--- src/rtl/mem_map_pkg.sv ---
// Shared memory map, word constants and stage state encoding for the
// routing pipeline stages that share the 16-bit word memory.
package mem_map_pkg;

    localparam int WORD_WIDTH    = 16;
    localparam int ADDR_WIDTH    = 11;
    localparam int MAX_NEIGHBORS = 64;

    localparam logic [10:0] NCOUNT_ADDR     = 11'h68A;
    localparam logic [10:0] KSCOUNT_ADDR    = 11'h688;
    localparam logic [10:0] KNOWNSINKS_BASE = 11'h008;
    localparam logic [10:0] WORSTHOPS_BASE  = 11'h028;
    localparam logic [10:0] QVALUE_BASE     = 11'h1C8;
    localparam logic [10:0] SINKIDS_BASE    = 11'h248;
    localparam logic [10:0] SIDCOUNT_BASE   = 11'h68E;
    localparam logic [10:0] BEST_ADDR       = 11'h68C;
    localparam logic [10:0] MINQ_ADDR       = 11'h686;

    localparam logic [15:0] NONE_WORD = 16'hFFFF;

    typedef enum logic [3:0] {
        ST_IDLE        = 4'd0,
        ST_READY       = 4'd1,
        ST_RD_NC       = 4'd2,
        ST_RD_Q        = 4'd3,
        ST_RD_SC       = 4'd4,
        ST_WR_BEST     = 4'd5,
        ST_WR_MINQ_GAP = 4'd6,
        ST_WR_MINQ     = 4'd7,
        ST_FIN         = 4'd8
    } stage_state_e;

    // Tables hold one 16-bit entry every second word; wraps modulo 2^11.
    function automatic logic [10:0] table_addr(input logic [10:0] base,
                                               input logic [6:0]  idx);
        return base + {3'b000, idx, 1'b0};
    endfunction

endpackage

--- src/rtl/neighbor_compare.sv ---
// Combinational win decision: lower qValue wins, equal qValue falls back
// to the larger sinkIDCount; exact ties lose so the first index is kept.
module neighbor_compare
    import mem_map_pkg::*;
(
    input  logic [WORD_WIDTH-1:0] q,
    input  logic [WORD_WIDTH-1:0] sc,
    input  logic [WORD_WIDTH-1:0] best_q,
    input  logic [WORD_WIDTH-1:0] best_sc,
    output logic                  win
);

    // Unsigned 16-bit compare of the candidate against the running best
    always_comb begin
        win = 1'b0;
        if (q < best_q) begin
            win = 1'b1;
        end else if ((q == best_q) && (sc > best_sc)) begin
            win = 1'b1;
        end else begin
            win = 1'b0;
        end
    end

endmodule

--- src/rtl/select_best_neighbor.sv ---
// Scans the neighbour qValue / sinkIDCount tables and writes back the index
// and qValue of the best neighbour for the forwarding stage.
module select_best_neighbor
    import mem_map_pkg::*;
(
    input  logic                  clock,
    input  logic                  rst,
    input  logic                  en,
    input  logic                  start,
    input  logic [WORD_WIDTH-1:0] data_in,
    output logic [10:0]           address,
    output logic                  wr_en,
    output logic [WORD_WIDTH-1:0] data_out,
    output logic                  done
);

    stage_state_e          state_q, state_d;
    logic [6:0]            i_q, i_d;
    logic [6:0]            nc_q, nc_d;
    logic [WORD_WIDTH-1:0] q_q, q_d;
    logic [WORD_WIDTH-1:0] best_idx_q, best_idx_d;
    logic [WORD_WIDTH-1:0] best_q_q, best_q_d;
    logic [WORD_WIDTH-1:0] best_sc_q, best_sc_d;
    logic [10:0]           address_q, address_d;
    logic                  wr_en_q, wr_en_d;
    logic [WORD_WIDTH-1:0] data_out_q, data_out_d;
    logic                  done_q, done_d;

    logic [6:0] nc_clamped_s;
    logic [6:0] i_next_s;
    logic       win_s;

    // Candidate sinkIDCount comes straight off data_in in RD_SC
    neighbor_compare u_cmp (
        .q       (q_q),
        .sc      (data_in),
        .best_q  (best_q_q),
        .best_sc (best_sc_q),
        .win     (win_s)
    );

    // Neighbour count clamp and loop index increment
    always_comb begin
        nc_clamped_s = 7'd0;
        if (data_in > 16'd64) begin
            nc_clamped_s = 7'd64;
        end else begin
            nc_clamped_s = data_in[6:0];
        end
        i_next_s = i_q + 7'd1;
    end

    // Next-state and next-output computation for the scan sequencer
    always_comb begin
        state_d    = state_q;
        i_d        = i_q;
        nc_d       = nc_q;
        q_d        = q_q;
        best_idx_d = best_idx_q;
        best_q_d   = best_q_q;
        best_sc_d  = best_sc_q;
        address_d  = address_q;
        wr_en_d    = 1'b0;
        data_out_d = data_out_q;
        done_d     = done_q;

        case (state_q)
            ST_IDLE: begin
                if (en) begin
                    done_d     = 1'b0;
                    i_d        = 7'd0;
                    best_idx_d = NONE_WORD;
                    best_q_d   = NONE_WORD;
                    best_sc_d  = 16'd0;
                    address_d  = NCOUNT_ADDR;
                    state_d    = ST_READY;
                end else begin
                    state_d = ST_IDLE;
                end
            end
            ST_READY: begin
                if (start) begin
                    address_d = NCOUNT_ADDR;
                    state_d   = ST_RD_NC;
                end else begin
                    state_d = ST_READY;
                end
            end
            ST_RD_NC: begin
                nc_d = nc_clamped_s;
                if (nc_clamped_s == 7'd0) begin
                    state_d = ST_WR_BEST;
                end else begin
                    address_d = QVALUE_BASE;
                    state_d   = ST_RD_Q;
                end
            end
            ST_RD_Q: begin
                q_d       = data_in;
                address_d = table_addr(SIDCOUNT_BASE, i_q);
                state_d   = ST_RD_SC;
            end
            ST_RD_SC: begin
                if (win_s) begin
                    best_idx_d = {9'd0, i_q};
                    best_q_d   = q_q;
                    best_sc_d  = data_in;
                end else begin
                    best_idx_d = best_idx_q;
                end
                i_d = i_next_s;
                if (i_next_s == nc_q) begin
                    state_d = ST_WR_BEST;
                end else begin
                    address_d = table_addr(QVALUE_BASE, i_next_s);
                    state_d   = ST_RD_Q;
                end
            end
            ST_WR_BEST: begin
                address_d  = BEST_ADDR;
                data_out_d = best_idx_q;
                wr_en_d    = 1'b1;
                state_d    = ST_WR_MINQ_GAP;
            end
            // Idle cycle so the write strobe never stays high back to back
            ST_WR_MINQ_GAP: begin
                state_d = ST_WR_MINQ;
            end
            ST_WR_MINQ: begin
                address_d  = MINQ_ADDR;
                data_out_d = best_q_q;
                wr_en_d    = 1'b1;
                state_d    = ST_FIN;
            end
            ST_FIN: begin
                done_d  = 1'b1;
                state_d = ST_IDLE;
            end
            default: begin
                state_d = ST_IDLE;
            end
        endcase
    end

    // State and registered outputs, synchronous active-high reset
    always_ff @(posedge clock) begin
        if (rst) begin
            state_q    <= ST_IDLE;
            i_q        <= 7'd0;
            nc_q       <= 7'd0;
            q_q        <= 16'd0;
            best_idx_q <= NONE_WORD;
            best_q_q   <= NONE_WORD;
            best_sc_q  <= 16'd0;
            address_q  <= NCOUNT_ADDR;
            wr_en_q    <= 1'b0;
            data_out_q <= 16'd0;
            done_q     <= 1'b0;
        end else begin
            state_q    <= state_d;
            i_q        <= i_d;
            nc_q       <= nc_d;
            q_q        <= q_d;
            best_idx_q <= best_idx_d;
            best_q_q   <= best_q_d;
            best_sc_q  <= best_sc_d;
            address_q  <= address_d;
            wr_en_q    <= wr_en_d;
            data_out_q <= data_out_d;
            done_q     <= done_d;
        end
    end

    assign address  = address_q;
    assign wr_en    = wr_en_q;
    assign data_out = data_out_q;
    assign done     = done_q;

endmodule

--- config.mk ---
export PLATFORM = sky130hd
export DESIGN_NAME = select_best_neighbor
export DESIGN_NICKNAME = d
export VERILOG_FILES = /design/src/rtl/mem_map_pkg.sv /design/src/rtl/neighbor_compare.sv /design/src/rtl/select_best_neighbor.sv
export SDC_FILE = /design/constraint.sdc
export NUM_CORES = 1
export LEC_CHECK = 0
export CAP_MARGIN = 40
export CORE_MARGIN = 2
export CORE_UTILIZATION = 35
export CTS_BUF_LIST = sky130_fd_sc_hd__clkbuf_8
export DETAILED_ROUTE_END_ITERATION = 8
export PLACE_DENSITY_LB_ADDON = 0.15
export SYNTH_ARGS = -nofsm -noshare
export SYNTH_HDL_FRONTEND = slang
export SYNTH_SLANG_ARGS = --single-unit
--- constraint.sdc ---
create_clock -name clock -period 4.8 [get_ports clock]
set_input_delay 0.96 -clock clock [delete_from_list [all_inputs] [get_ports clock]]
set_output_delay 0.96 -clock clock [all_outputs]
set_load 0.1 [all_outputs]
==> flow_metrics.tcl <==
set metrics [dict create \
    outcome "finished, final reports clean" \
    clock_tree.buffer_depth 2 \
    clk_pin_slew_worst_paths_ns 0.09 \
    grt_max_degree 42 \
    global_route_wire_length_before_repair_um 23300 \
    design.portCount 49 \
    insertion_delay_ns 0.38 \
    layout.nets 778 \
    path_class "input pin to flip-flop" \
    fin_setup_tns_ns 0 \
    type_of_origin_of_the_critical_path "input pin" \
    postCtsSetupBuffers 0 \
    maxSlewHeadroom_pct 49.7 \
    timing.final.max_slew_violations 0 \
    critical-path-max-stage-delay_ns 0.63 \
    die_y_um 130 \
    total_clock_buffers_created_by_cts 9 \
    placeableCoreArea_mm2 0.0153 \
    power.leakage_nw 2.57 \
    numPlacedInstances 923 \
    layoutNonFillerInstCount 939 \
    drive_gt1_share_pct 9.20 \
    postSynthRegisterBits 102 \
    r2r_startpoint "i_q[0]" \
    maxcap_viol_count 0 \
    worstRegToRegCells 8 \
    area_of_the_mapped_netlist_mm2 0.00553 \
    finalPower_w 0.00164 \
    mappedNetlistNets 724 \
    setup.reg_to_reg.worst_slack_ns 2.02 \
    crit_path_top_delay_cell "sky130_fd_sc_hd__nor4_1" \
    wl_per_cell_um 14.8 \
    power.share.sequential_pct 53.6 \
    peakVddDrop_mv 0.0944 \
    drcViolationCount 0 \
    cellPowerDensity_mw_per_mm2 241 \
    post-route-period-util_pct 66.2 \
    worst-path-buf-inv 1 \
    post_route_minimum_period_ns 3.18 \
    power.combinational.fraction_pct 16.3 \
    post_drt_via_cell_ratio 5.07 \
    tritoncts "built" \
    crit_family "simple AND/OR/NAND/NOR gates" \
    globalRoute.totalOverflow 0 \
    die_w_um 130 \
    fp.dieArea_mm2 0.0168 \
    worst_path_cell_trace "clkdlybuf4s50_1 > nor4_1 > nand4_2 > or3_1 > o311a_1 > and3_1 > a211o_1" \
    critical_path_cell_count 7 \
    rows 45 \
    crit_path_max_fanout 10 \
    grt_setup_unrepaired "no" \
    routabilityCongestion 0.853 \
    tritoncts_num_sinks 102 \
    cts.hold.buffers_added 0 \
    switchingPower_w 0.000480 \
    hold_viol 0 \
    route.antenna.remaining_nets 0 \
    tightest_pin_transition_ns 0.752 \
    antenna_found_initial 0 \
    ant_diodes 0 \
    final_worst_hold_slack_ns 0.463 \
    critPathCapture "address[10]" \
    wl_um 13900 \
    rr_endpoint "address[9]" \
    worstHoldPathType "flip-flop to flip-flop" \
    required_ns 5.07 \
    detailedRoute.firstPassIterationCount 4 \
    ctsRootBufferMaster "sky130_fd_sc_hd__clkbuf_8" \
    switching_share_pct 29.3 \
    dpl.hpwl_um 10300 \
    yosys_most_used_dff "sky130_fd_sc_hd__dfxtp_1" \
    synth-warning-count 0 \
    cts_resized 0 \
    yosysSeqAreaShare_pct 36.9 \
    clock-skew-final_ns 0.00642 \
    cts_htree_levels 3 \
    startpoint "data_in[12]" \
    number_of_global_route_vias_before_repair 4471 \
    max_freq_mhz 315 \
    gr-usage-all-layers_pct 17.6 \
    number_of_violations_reported_at_the_end_of_detailed_routing_iteration_0 204 \
    timing.critical_path.to_type "flip-flop" \
    synthesis.area_per_instance_um2 8.26 \
    synth_cell_type_count 57 \
    power_frac_clock_pct 30.1 \
    synthCells 669 \
    intPower_w 0.00116 \
    setup_viol 0 \
    synth-edff-count 0 \
    flow.area_growth_from_synthesis_pct 22.8 \
    async_reset_ff_share_pct 0 \
    critical_path_arrival_ns 3.45 \
    total_via_count_in_the_routed_design 4761 \
    start_util_pct 36.1 \
    port-buffer-count 47 \
]
metal layers:
| metal | track usage, % | part of all wire [%] |
|---|---|---|
| met5 | 0 | 0 |
| met4 | 5.31 | 1.3 |
| met3 | 2.35 | 4.1 |
| met2 | 26.3 | 42 |
| met1 | 26.2 | 52 |
layout by cell type (no fill, tap or decap), types with 3 or more instances in the layout:
| master | count |
|---|---|
| sky130_fd_sc_hd__nor2_1 | 101 |
| sky130_fd_sc_hd__nor3_1 | 9 |
| sky130_fd_sc_hd__nand4_1 | 8 |
| sky130_fd_sc_hd__or3_1 | 3 |
| sky130_fd_sc_hd__a221oi_1 | 4 |
| sky130_fd_sc_hd__nor4_1 | 4 |
| sky130_fd_sc_hd__a21o_1 | 3 |
| sky130_fd_sc_hd__clkdlybuf4s50_1 | 46 |
| sky130_fd_sc_hd__a31oi_1 | 3 |
| sky130_fd_sc_hd__o211ai_1 | 4 |
| sky130_fd_sc_hd__nand2b_1 | 17 |
| sky130_fd_sc_hd__nand2_1 | 66 |
| sky130_fd_sc_hd__nand3_1 | 14 |
| sky130_fd_sc_hd__and3_1 | 3 |
| sky130_fd_sc_hd__ha_1 | 35 |
| sky130_fd_sc_hd__clkbuf_8 | 10 |
| sky130_fd_sc_hd__a21oi_1 | 53 |
| sky130_fd_sc_hd__xnor2_1 | 10 |
| sky130_fd_sc_hd__o21ai_0 | 12 |
| sky130_fd_sc_hd__buf_4 | 10 |
| sky130_fd_sc_hd__a22oi_1 | 8 |
| sky130_fd_sc_hd__a311oi_1 | 3 |
| sky130_fd_sc_hd__buf_8 | 28 |
| sky130_fd_sc_hd__a211oi_1 | 25 |
| sky130_fd_sc_hd__dfxtp_1 | 102 |
| sky130_fd_sc_hd__inv_1 | 44 |
| sky130_fd_sc_hd__nor2b_1 | 3 |
| sky130_fd_sc_hd__mux2i_1 | 50 |
| sky130_fd_sc_hd__xor2_1 | 6 |
Yosys cell counts (all sizes together), types with 4 or more instances:
master / instances / area, um^2
xnor2: 10 / 87.6
inv: 41 / 154
buf: 15 / 91.3
o211ai: 4 / 30.0
nand2: 67 / 254
ha: 35 / 438
nor3: 10 / 50.1
mux2i: 50 / 500
a211oi: 25 / 188
a21oi: 53 / 265
xor2: 6 / 52.6
nand4: 9 / 62.6
nand2b: 17 / 106
a22oi: 8 / 60.1
dfxtp: 102 / 2040
a221oi: 4 / 35.0
nand3: 15 / 80.1
clkbuf: 29 / 109
nor2: 102 / 383
o21ai: 12 / 60.1
nor4: 4 / 25.0
per-stage QoR:
| stage | setup WS (ns) | instance area, um^2 | utilization [%] |
|---|---|---|---|
| global placement | 1.20 | 6150 | 40.2 |
| CTS | 1.59 | 6790 | 44.3 |
| finish | 1.62 | 6790 | 44.3 |
| global route | 1.39 | 6790 | 44.3 |
| floorplan | 1.99 | 5530 | - |
| detailed placement | 1.19 | 6620 | 43.2 |
worst min-delay path by stage:
| stage | startpoint | to | slack (ns) | cells after the start |
|---|---|---|---|---|
| 2_1_floorplan | best_sc_q[10] | best_sc_q[10] | 0.43 | 2 |
| 3_3_place_gp | best_sc_q[6] | best_sc_q[6] | 0.45 | 2 |
| 3_5_place_dp | best_sc_q[9] | best_sc_q[9] | 0.45 | 2 |
| 4_1_cts | best_sc_q[3] | best_sc_q[3] | 0.47 | 2 |
| 5_1_grt | best_sc_q[11] | best_sc_q[11] | 0.48 | 2 |
| 6_report | best_sc_q[3] | best_sc_q[3] | 0.46 | 2 |
worst reg2reg max path: stages (launching register included):
cell and delay (ns):
sky130_fd_sc_hd__dfxtp_1 0.61, sky130_fd_sc_hd__ha_1 0.48, sky130_fd_sc_hd__nand3_2 0.25, sky130_fd_sc_hd__nor2_1 0.31, sky130_fd_sc_hd__xnor3_1 0.28, sky130_fd_sc_hd__nand4_1 0.11
sky130_fd_sc_hd__buf_4 0.17, sky130_fd_sc_hd__nand2_2 0.14, sky130_fd_sc_hd__a211o_1 0.33
final cells by class:
cell class              count  area, um^2
well taps                 211         264
clock inverters             6        31.3
flip-flops and latches    102        2040
inverters                  41         154
clock buffers              10         138
multi-input cells         482        3150
repair buffers             87        1010
fillers                  1583        8530
power groups by stage:
stage / registers, W / logic [W] / clock network (W)
after floorplan: 0.000941 / 0.000127 / 0
after CTS: 0.000878 / 0.000269 / 0.000512
after global placement: 0.000898 / 0.000241 / 0
after detailed placement: 0.000898 / 0.000268 / 0
final: 0.000878 / 0.000267 / 0.000494
after global routing: 0.000881 / 0.000290 / 0.000546
logic make-up after synthesis:
kind of cell	count (synthesis)	share of synthesized area (%)
adders and majority gates	35	7.92
and+or+nand+nor	243	20.0
other	1	0.0679
AOI/OAI and AO/OA	132	15.4
muxes	52	9.46
buffers and inverters	85	6.41
xor gates and xnor gates	19	3.78
DFF	102	36.9
registers in the layout, summed over array words and instances (netlist names):
name        flops
best_q_q       16
best_sc_q      16
data_out       16
q_q            16
address        10
best_idx_q      8
i_q             7
nc_q            7
state_q         4
done            1
wr_en           1
Power figures use the tool's default switching activity.
